`config.mk`:
```
export PLATFORM = sky130hd
export DESIGN_NAME = uart_rx_deserializer
export DESIGN_NICKNAME = d
export VERILOG_FILES = /design/src/rtl/uart_rx_pkg.sv /design/src/rtl/uart_rx_sync.sv /design/src/rtl/uart_rx_deserializer.sv
export SDC_FILE = /design/constraint.sdc
export NUM_CORES = 1
export LEC_CHECK = 0
export ABC_AREA = 0
export CAP_MARGIN = 20
export CORE_UTILIZATION = 45
export CTS_BUF_LIST = sky130_fd_sc_hd__clkbuf_16
export DETAILED_ROUTE_END_ITERATION = 16
export GPL_TIMING_DRIVEN = 0
export PLACE_DENSITY = 0.67
export SLEW_MARGIN = 5
export SYNTH_ARGS = -nofsm -noshare
export SYNTH_HDL_FRONTEND = slang
export SYNTH_SLANG_ARGS = --single-unit
```
`constraint.sdc`:
```
create_clock -name core_clk -period 5.45 [get_ports core_clk]
set_clock_uncertainty 0.15 [all_clocks]
set_input_delay 0.8175 -clock core_clk [delete_from_list [all_inputs] [get_ports core_clk]]
set_output_delay 0.8175 -clock core_clk [all_outputs]
set_load 0.005 [all_outputs]
```
`src/rtl/uart_rx_pkg.sv`:
```
// Shared frame constants, state encoding and parity helper for the UART receiver.
package uart_rx_pkg;

    localparam int unsigned DATA_BITS           = 8;
    localparam int unsigned FRAME_BITS_NOPAR    = 10;   // start + 8 data + stop
    localparam int unsigned FRAME_BITS_PAR      = 11;   // start + 8 data + parity + stop
    localparam int unsigned START_SAMPLE_OFFSET = 8;    // lands the first sample mid start bit
    localparam int unsigned OS_CNT_W            = 4;
    localparam int unsigned BIT_CNT_W           = 4;
    localparam int unsigned SHREG_W             = 11;

    typedef enum logic {
        ST_IDLE = 1'b0,
        ST_BUSY = 1'b1
    } rx_state_e;

    // 1 when data plus parity bit disagree with the selected parity sense
    function automatic logic calc_parity_err(
        input logic [DATA_BITS-1:0] data,
        input logic                 par_bit,
        input logic                 par_odd
    );
        return (^data) ^ par_bit ^ par_odd;
    endfunction

endpackage

```
`src/rtl/uart_rx_sync.sv`:
```
// Two-flop synchronizer for the asynchronous rx line; resets to the idle level (1).
// Ports: core_clk, rst_l (async active-low), d (async in), q (synchronized out).
module uart_rx_sync (
    input  logic core_clk,
    input  logic rst_l,
    input  logic d,
    output logic q
);

    logic meta;

    always_ff @(posedge core_clk or negedge rst_l) begin
        if (!rst_l) begin
            meta <= 1'b1;
            q    <= 1'b1;
        end else begin
            meta <= d;
            q    <= meta;
        end
    end

endmodule

```
`src/rtl/uart_rx_deserializer.sv`:
```
// 16x oversampling UART receiver: start detect, mid-bit sampling, 8 data bits LSB
// first, optional parity, one stop bit. Each frame ends with a one-cycle rx_valid
// qualified by frame_err / rx_parity_err.
// Ports:
//   core_clk, rst_l                  clock, async active-low reset
//   rx_enable                        low forces idle (also mid-frame)
//   tick_baud_x16                    16x baud strobe; rx only sampled on these cycles
//   parity_enable, parity_odd        frame format
//   rx                               serial line, idle high
//   tick_baud                        pulse per bit sample
//   rx_valid, rx_data                received byte, one-cycle valid
//   idle                             no frame in progress
//   frame_err, rx_parity_err         error qualifiers for rx_valid
// Build option: UART_RX_INPUT_SYNC_EN inserts a two-flop synchronizer on rx
// (adds 2 core_clk of latency).
module uart_rx_deserializer
    import uart_rx_pkg::*;
(
    input  logic       core_clk,
    input  logic       rst_l,
    input  logic       rx_enable,
    input  logic       tick_baud_x16,
    input  logic       parity_enable,
    input  logic       parity_odd,
    input  logic       rx,
    output logic       tick_baud,
    output logic       rx_valid,
    output logic [7:0] rx_data,
    output logic       idle,
    output logic       frame_err,
    output logic       rx_parity_err
);

    logic rx_s;

`ifdef UART_RX_INPUT_SYNC_EN
    uart_rx_sync u_rx_sync (
        .core_clk (core_clk),
        .rst_l    (rst_l),
        .d        (rx),
        .q        (rx_s)
    );
`else
    assign rx_s = rx;
`endif

    rx_state_e              state;
    logic [OS_CNT_W-1:0]    os_cnt;
    logic [BIT_CNT_W-1:0]   bit_cnt;
    logic [SHREG_W-1:0]     shreg;

    logic [SHREG_W-1:0]     shreg_shift;
    logic [BIT_CNT_W-1:0]   frame_len;
    logic [DATA_BITS-1:0]   frame_data;
    logic                   frame_par;
    logic                   frame_stop;

    // Frame decode looks at the shift value including the sample being taken now,
    // so the result can be registered on the stop-bit sample edge.
    always_comb begin
        shreg_shift = {rx_s, shreg[SHREG_W-1:1]};
        frame_len   = parity_enable ? BIT_CNT_W'(FRAME_BITS_PAR)
                                    : BIT_CNT_W'(FRAME_BITS_NOPAR);
        frame_stop  = shreg_shift[10];
        frame_par   = shreg_shift[9];
        frame_data  = parity_enable ? shreg_shift[8:1] : shreg_shift[9:2];
    end

    // Receiver state machine with registered outputs
    always_ff @(posedge core_clk or negedge rst_l) begin
        if (!rst_l) begin
            state         <= ST_IDLE;
            os_cnt        <= '0;
            bit_cnt       <= '0;
            shreg         <= '0;
            tick_baud     <= 1'b0;
            rx_valid      <= 1'b0;
            rx_data       <= '0;
            idle          <= 1'b1;
            frame_err     <= 1'b0;
            rx_parity_err <= 1'b0;
        end else begin
            tick_baud     <= 1'b0;
            rx_valid      <= 1'b0;
            frame_err     <= 1'b0;
            rx_parity_err <= 1'b0;

            if (!rx_enable) begin
                state   <= ST_IDLE;
                os_cnt  <= '0;
                bit_cnt <= '0;
                idle    <= 1'b1;
            end else begin
                case (state)
                    ST_IDLE: begin
                        if (tick_baud_x16 && !rx_s) begin
                            state   <= ST_BUSY;
                            os_cnt  <= OS_CNT_W'(START_SAMPLE_OFFSET);
                            bit_cnt <= frame_len;
                            idle    <= 1'b0;
                        end
                    end
                    ST_BUSY: begin
                        if (tick_baud_x16) begin
                            os_cnt <= os_cnt + OS_CNT_W'(1);
                            // 15->0 wrap is the sample point
                            if (os_cnt == '1) begin
                                tick_baud <= 1'b1;
                                shreg     <= shreg_shift;
                                bit_cnt   <= bit_cnt - BIT_CNT_W'(1);
                                if (bit_cnt == frame_len && rx_s) begin
                                    // start bit gone high by mid-bit: glitch, drop it
                                    state <= ST_IDLE;
                                    idle  <= 1'b1;
                                end else if (bit_cnt == BIT_CNT_W'(1)) begin
                                    state         <= ST_IDLE;
                                    idle          <= 1'b1;
                                    rx_valid      <= 1'b1;
                                    rx_data       <= frame_data;
                                    frame_err     <= ~frame_stop;
                                    rx_parity_err <= parity_enable &
                                                     calc_parity_err(frame_data, frame_par, parity_odd);
                                end
                            end
                        end
                    end
                    default: begin
                        state <= ST_IDLE;
                        idle  <= 1'b1;
                    end
                endcase
            end
        end
    end

endmodule

```
==> results of run 1 <==
==> power groups by stage <==
stage	combinational (W)	sequential, W	clock (W)
final	0.0000337	0.000238	0.000258
after global routing	0.0000387	0.000238	0.000276
after CTS	0.0000343	0.000238	0.000265
after detailed placement	0.0000342	0.000242	0
after global placement	0.0000341	0.000242	0
after floorplan	0.0000186	0.000241	0
==> logic make-up after synthesis <==
group	share of synthesized area, %
XOR/XNOR	5.92
multiplexers	19.7
buffers and inverters	2.80
adder cells (fa/ha/maj)	2.40
AO/OA/AOI/OAI	8.31
AND/OR/NAND/NOR	11.3
flip-flops	49.6
==> cell usage after synthesis, types with 2 or more instances <==
master	n	share of area (%)
buf_2	2	0.64
nand3_1	3	0.96
a2bb2oi_1	2	1.1
o21ai_0	2	0.64
nor2b_1	2	0.80
ha_1	3	2.4
and3_1	2	0.80
nor4_1	2	0.80
mux2_2	18	13
mux2_4	7	6.7
nor2_1	8	1.9
nand2_1	4	0.96
dfrtp_1	30	48
inv_1	4	0.96
nand2b_1	2	0.80
a21oi_1	8	2.6
xnor2_1	7	3.9
nor3_1	2	0.64
==> worst max-delay path, cell delays in order <==
cell and delay [ps]:
clkdlybuf4s50_1 610, nand2_1 200, nor3_2 150, and3_2 230
buf_6 170, mux2_4 320
==> path summary, 6_finish.rpt <==
check                      depth (start not counted)    endpoint          start
max                                                6  rx_data[0]  tick_baud_x16
min                                                1  rx_data[6]     rx_data[6]
max reg2reg                                        6  rx_data[0]      os_cnt[0]
min reg2reg                                        1  rx_data[6]     rx_data[6]
max in group asynchronous                          1    shreg[5]          rst_l
min in group asynchronous                          1  rx_data[6]          rst_l
==> cell type report <==
class | instances | area [sq um]
well taps | 46 | 57.6
clock inverters | 3 | 15.0
clock buffers | 5 | 125
fillers | 289 | 1390
flip-flops and latches | 31 | 777
plain buffers | 4 | 25.0
multi-input cells | 89 | 744
repair buffers | 19 | 185
inverters | 5 | 18.8
==> routing by layer <==
metal  GRT usage, %  up-vias  share of wire (%)
met4           7.79        0                1.9
met3           7.25        6                3.8
li1               -      518                  -
met2           31.1       21                 49
met5              0        -                  0
met1           21.8      515                 45
==> sequential cells by signal, summed over array words and instances, names as in the netlist <==
register       flops
idle               1
rx_parity_err      1
os_cnt             4
shreg              9
state              1
frame_err          1
rx_data            8
rx_valid           1
tick_baud          1
bit_cnt            4
==> through the flow <==
step	cell area (sq um)	total power, W	worst slack, ps	util (%)	std cells
finish	1950	0.000530	2960	58.4	202
floorplan	1570	0.000260	3450	-	129
global route	1950	0.000553	2830	58.4	202
global placement	1810	0.000276	2700	54.3	194
CTS	1950	0.000537	2970	58.4	202
detailed placement	1810	0.000276	2670	54.2	194
==> summary.txt, run 1 <==
Status -> finished clean
Clock Sinks -> 31
Diodes inserted -> 0
Clk pwr share -> 48.7%
DR DRC count -> 0
Initial DRC count -> 34
HPWL Detailed -> 1.98 mm
Root Buffer -> clkbuf_16
Syn_nets -> 139
HP Class -> reg -> reg
Flop pwr share -> 44.9%
GP Congestion -> 0.888
Leading cell type in the layout, fill and taps excluded -> dfrtp_1
I/O Buffers -> 19
Final TNS setup -> 0 ps
Core area -> 3340 sq um
# resized after CTS -> 0
CTS H-Tree Depth -> 2
Final Hold Vio Count -> 0
Clk buf depth -> 2
Tmin final -> 2490 ps
Crit start category -> input port
Kind of critical path -> in -> reg
Slew headroom -> 54.6%
Die width -> 61.0 um
DR vias -> 1060
Drt total wl -> 2.85 mm
Post-synthesis sequential area ratio -> 49.6%
Async SR Flop Fraction -> 100%
Largest net degree at the start of global routing -> 32
Syn Inst Count -> 129
Synth Flop Type -> dfrtp_1
Count of pins over their slew limit -> 0
Crit path max fanout -> 10
Internal cell power -> 0.000415 W
Initial core utilization -> 46.9%
Pwr Density -> 272 nW/um^2
GRT Residual Overflow -> 0
Critical Path AT -> 2500 ps
Sw Ratio -> 21.7%
Slew @ Worst Pin -> 681 ps
Unique masters post-synth -> 39
Worst-Skew Late Latency -> 270 ps
Worst-path clk slew -> 50 ps
Most frequent cells in the layout -> dfrtp_1, mux2_2, clkdlybuf4s50_1
Min Hold Slack -> 360 ps
Hold_buf cts -> 0
Flops & latches, synth -> 31
Vias in the first global route -> 1026
Post-route ant nets -> 0
CTS tree -> yes
Number of vias per cell -> 5.25
Max Fclk -> 401 MHz
Period Utilization, post-route -> 45.7%
Std-Cell Rows -> 21
Net Switching -> 0.000115 W
Postcts setup bufs -> 0
I/O Pins -> 20
Unrepaired setup endpoints after global routing -> no
DRT Pass-1 Iters -> 4
Final setup fails -> 0
Number of synthesized flops with an enable pin -> 0
Reg-to-reg slack, setup -> 3500 ps
Cts bufs inserted -> 5
Yosys warnings -> 0
Max-capacitance violation count -> 0
Leakage -> 0.886 nW
Synthesized area -> 1570 sq um
Post-Syn Area per Cell -> 12.1 sq um
Total track usage -> 18.8%
Setup crit end kind -> register
WP data required -> 5450 ps
Initial antenna violation count -> 0
Comb pwr share -> 6.4%
DR WL/cell -> 14.1 um
Die area -> 3720 sq um
Layout Nets -> 165
Worst VDD drop -> 0.168 mV
Die Ht -> 61.0 um
First-pass GRT wire length -> 4.84 mm
Syn-to-layout area delta -> 24.5%
Fraction of layout cells with a size suffix above 1 -> 27.6%
Power figures use the tool's default switching activity.
==> inputs of run 2 (changes only) <==
--- a/config.mk
+++ b/config.mk
@@ -11,7 +11,7 @@
 export CTS_BUF_LIST = sky130_fd_sc_hd__clkbuf_16
 export DETAILED_ROUTE_END_ITERATION = 16
 export GPL_TIMING_DRIVEN = 0
-export PLACE_DENSITY = 0.67
+export PLACE_DENSITY = 0.7
 export SLEW_MARGIN = 5
 export SYNTH_ARGS = -nofsm -noshare
 export SYNTH_HDL_FRONTEND = slang
==> constraint.sdc (replaced) <==
create_clock -name core_clk -period 2.2 [get_ports core_clk]
set_clock_uncertainty 0.15 [all_clocks]
set_input_delay 0.33 -clock core_clk [delete_from_list [all_inputs] [get_ports core_clk]]
set_output_delay 0.33 -clock core_clk [all_outputs]
set_load 0.005 [all_outputs]
==> summary.txt, run 2 (same netlist as run 1, synthesis figures left out) <==
Area of the multi-input gates -> 744 sq um (unchanged)
Tmin final -> 2000 ps
Initial antenna violation count -> 0 (unchanged)
Worst VDD drop -> 0.282 mV (+68%)
DRT Pass-1 Iters -> 4 (unchanged)
Final Util -> 58.5% (+0.11 points)
HP Class -> reg -> reg
Root Buffer -> clkbuf_16
Overall power -> 0.00131 W (+150%)
Max Fclk -> 500 MHz
Comb pwr share -> 6.4% (about the same)
Period Utilization, post-route -> 90.9%
Crit path max fanout -> 10 (unchanged)
Crit start category -> input port
Critical Path AT -> 2010 ps (-490 ps)
First-pass GRT wire length -> 4.60 mm (-5.0%)
Diodes inserted -> 0 (unchanged)
Top Registers -> shreg (9), rx_data (8)
Most frequent cells in the layout -> dfrtp_1, mux2_2, clkdlybuf4s50_1
Slew @ Worst Pin -> 694 ps (+13.4 ps)
Internal cell power -> 0.00102 W (+150%)
Total track usage -> 17.7% (-1.1 points)
WP data required -> 2210 ps (-3240 ps)
Top reg by flops -> shreg
DR DRC count -> 0 (unchanged)
Kind of critical path -> in -> reg
Drt total wl -> 2.79 mm (-2.0%)
Std-Cell Rows -> 21 (unchanged)
I/O Buffers -> 19 (unchanged)
GP Congestion -> 0.892 (+0.43%)
Placed Cells -> 194 (unchanged)
Die width -> 61.0 um (unchanged)
CTS tree -> yes
GRT Residual Overflow -> 0 (unchanged)
Net Switching -> 0.000285 W (+150%)
Die Ht -> 61.0 um (unchanged)
Leakage -> 0.884 nW (-0.23%)
Post-route ant nets -> 0 (unchanged)
Final Hold Vio Count -> 0 (unchanged)
Status -> finished clean
Clock Sinks -> 31 (unchanged)
Initial core utilization -> 46.9% (unchanged)
Cts bufs inserted -> 5 (unchanged)
Count of pins over their slew limit -> 0 (unchanged)
Slew headroom -> 53.7% (-0.89 points)
Pwr Density -> 670 nW/um^2 (+150%)
Number of vias per cell -> 5.32 (+1.3%)
Vias in the first global route -> 1065 (+3.8%)
CTS H-Tree Depth -> 2 (unchanged)
Sw Ratio -> 21.8% (+0.078 points)
Final setup fails -> 0 (unchanged)
Clk buf depth -> 2 (unchanged)
Setup crit end kind -> register
Core area -> 3340 sq um (unchanged)
Syn-to-layout area delta -> 24.7%
I/O Pins -> 20 (unchanged)
HPWL Detailed -> 1.92 mm (-2.8%)
Fillers -> 318 (+10%)
Register area -> 777 sq um (unchanged)
DR vias -> 1074 (+1.3%)
Flop pwr share -> 45.1% (+0.2 points)
Postcts setup bufs -> 0 (unchanged)
DR WL/cell -> 13.8 um (-2.0%)
Initial DRC count -> 38 (+12%)
Max-capacitance violation count -> 0 (unchanged)
Worst-Skew Late Latency -> 270 ps (about the same)
Final TNS setup -> 0 ps (unchanged)
Unrepaired setup endpoints after global routing -> no
Post-Layout Inst Area -> 1950 sq um (+0.19%)
Leading cell type in the layout, fill and taps excluded -> dfrtp_1
Largest net degree at the start of global routing -> 32 (unchanged)
Non-Filler Instances -> 202 (unchanged)
Die area -> 3720 sq um (unchanged)
Largest register FFs -> 9 (unchanged)
Clk pwr share -> 48.4% (-0.3 points)
Worst-path clk slew -> 50 ps (about the same)
Layout Nets -> 166 (+0.61%)
Post-Place Cell Area -> 1810 sq um (unchanged)
Fraction of layout cells with a size suffix above 1 -> 26.3% (-1.3 points)
run 2: repair_timing:
item,in CTS,in global routing
hold buffers,1,0
endpoints found under the hold margin,30,0
gates resized for setup,0,0
run 2: final timing paths:
| path | to | from | cells after the start | slack [ps] |
|---|---|---|---|---|
| worst max-delay path | rx_data[1] | tick_baud_x16 | 6 | 200 |
| worst min-delay path | rx_data[7] | rx_data[7] | 1 | 360 |
| worst max register to register | rx_data[1] | os_cnt[0] | 6 | 270 |
| worst min register to register | rx_data[7] | rx_data[7] | 1 | 360 |
| max in group asynchronous | os_cnt[2] | rst_l | 2 | 960 |
| min in group asynchronous | shreg[5] | rst_l | 2 | 490 |
run 2: final cells by class:
cell class                 count  share of cell area, %
clock buffer                   5                   6.41
tap                           46                   2.95
buffer                         4                   1.28
inverter                       5                  0.962
sequential                    31                   39.8
multi-input combinational     89                   38.1
clock inverter                 2                  0.449
timing repair buffer          20                   10.0
run 2: worst max-delay path: stages:
cell and delay (ps):
clkdlybuf4s50_1 610, nand2_1 200, nor3_2 160, and3_2 220, buf_6 170, mux2_4 310
run 2: per-layer routing:
layer | wire length (um) | vias to the layer above | part of all wire [%] | track usage, %
met2 | 1400 | 26 | 50 | 31.9
met4 | 27 | 0 | 0.97 | 6.82
met3 | 112 | 3 | 4.0 | 6.40
met5 | 0 | - | 0 | 0
met1 | 1250 | 526 | 45 | 18.9
li1 | - | 519 | - | -
run 2: power by group through the flow:
stage               logic [W]  clock network (W)  registers, W
floorplan           0.0000461                  0      0.000597
global placement    0.0000841                  0      0.000599
detailed placement  0.0000838                  0      0.000599
CTS                 0.0000856           0.000646      0.000590
global route        0.0000950           0.000674      0.000591
finish              0.0000840           0.000634      0.000590
run 2: through the flow:
stage | worst slack [ps] | hold WS, ps
after floorplan | 443 | -116
after global placement | -74.5 | 343
after detailed placement | -86.1 | 266
after CTS | 196 | 359
after global routing | 71.5 | 376
final | 200 | 356
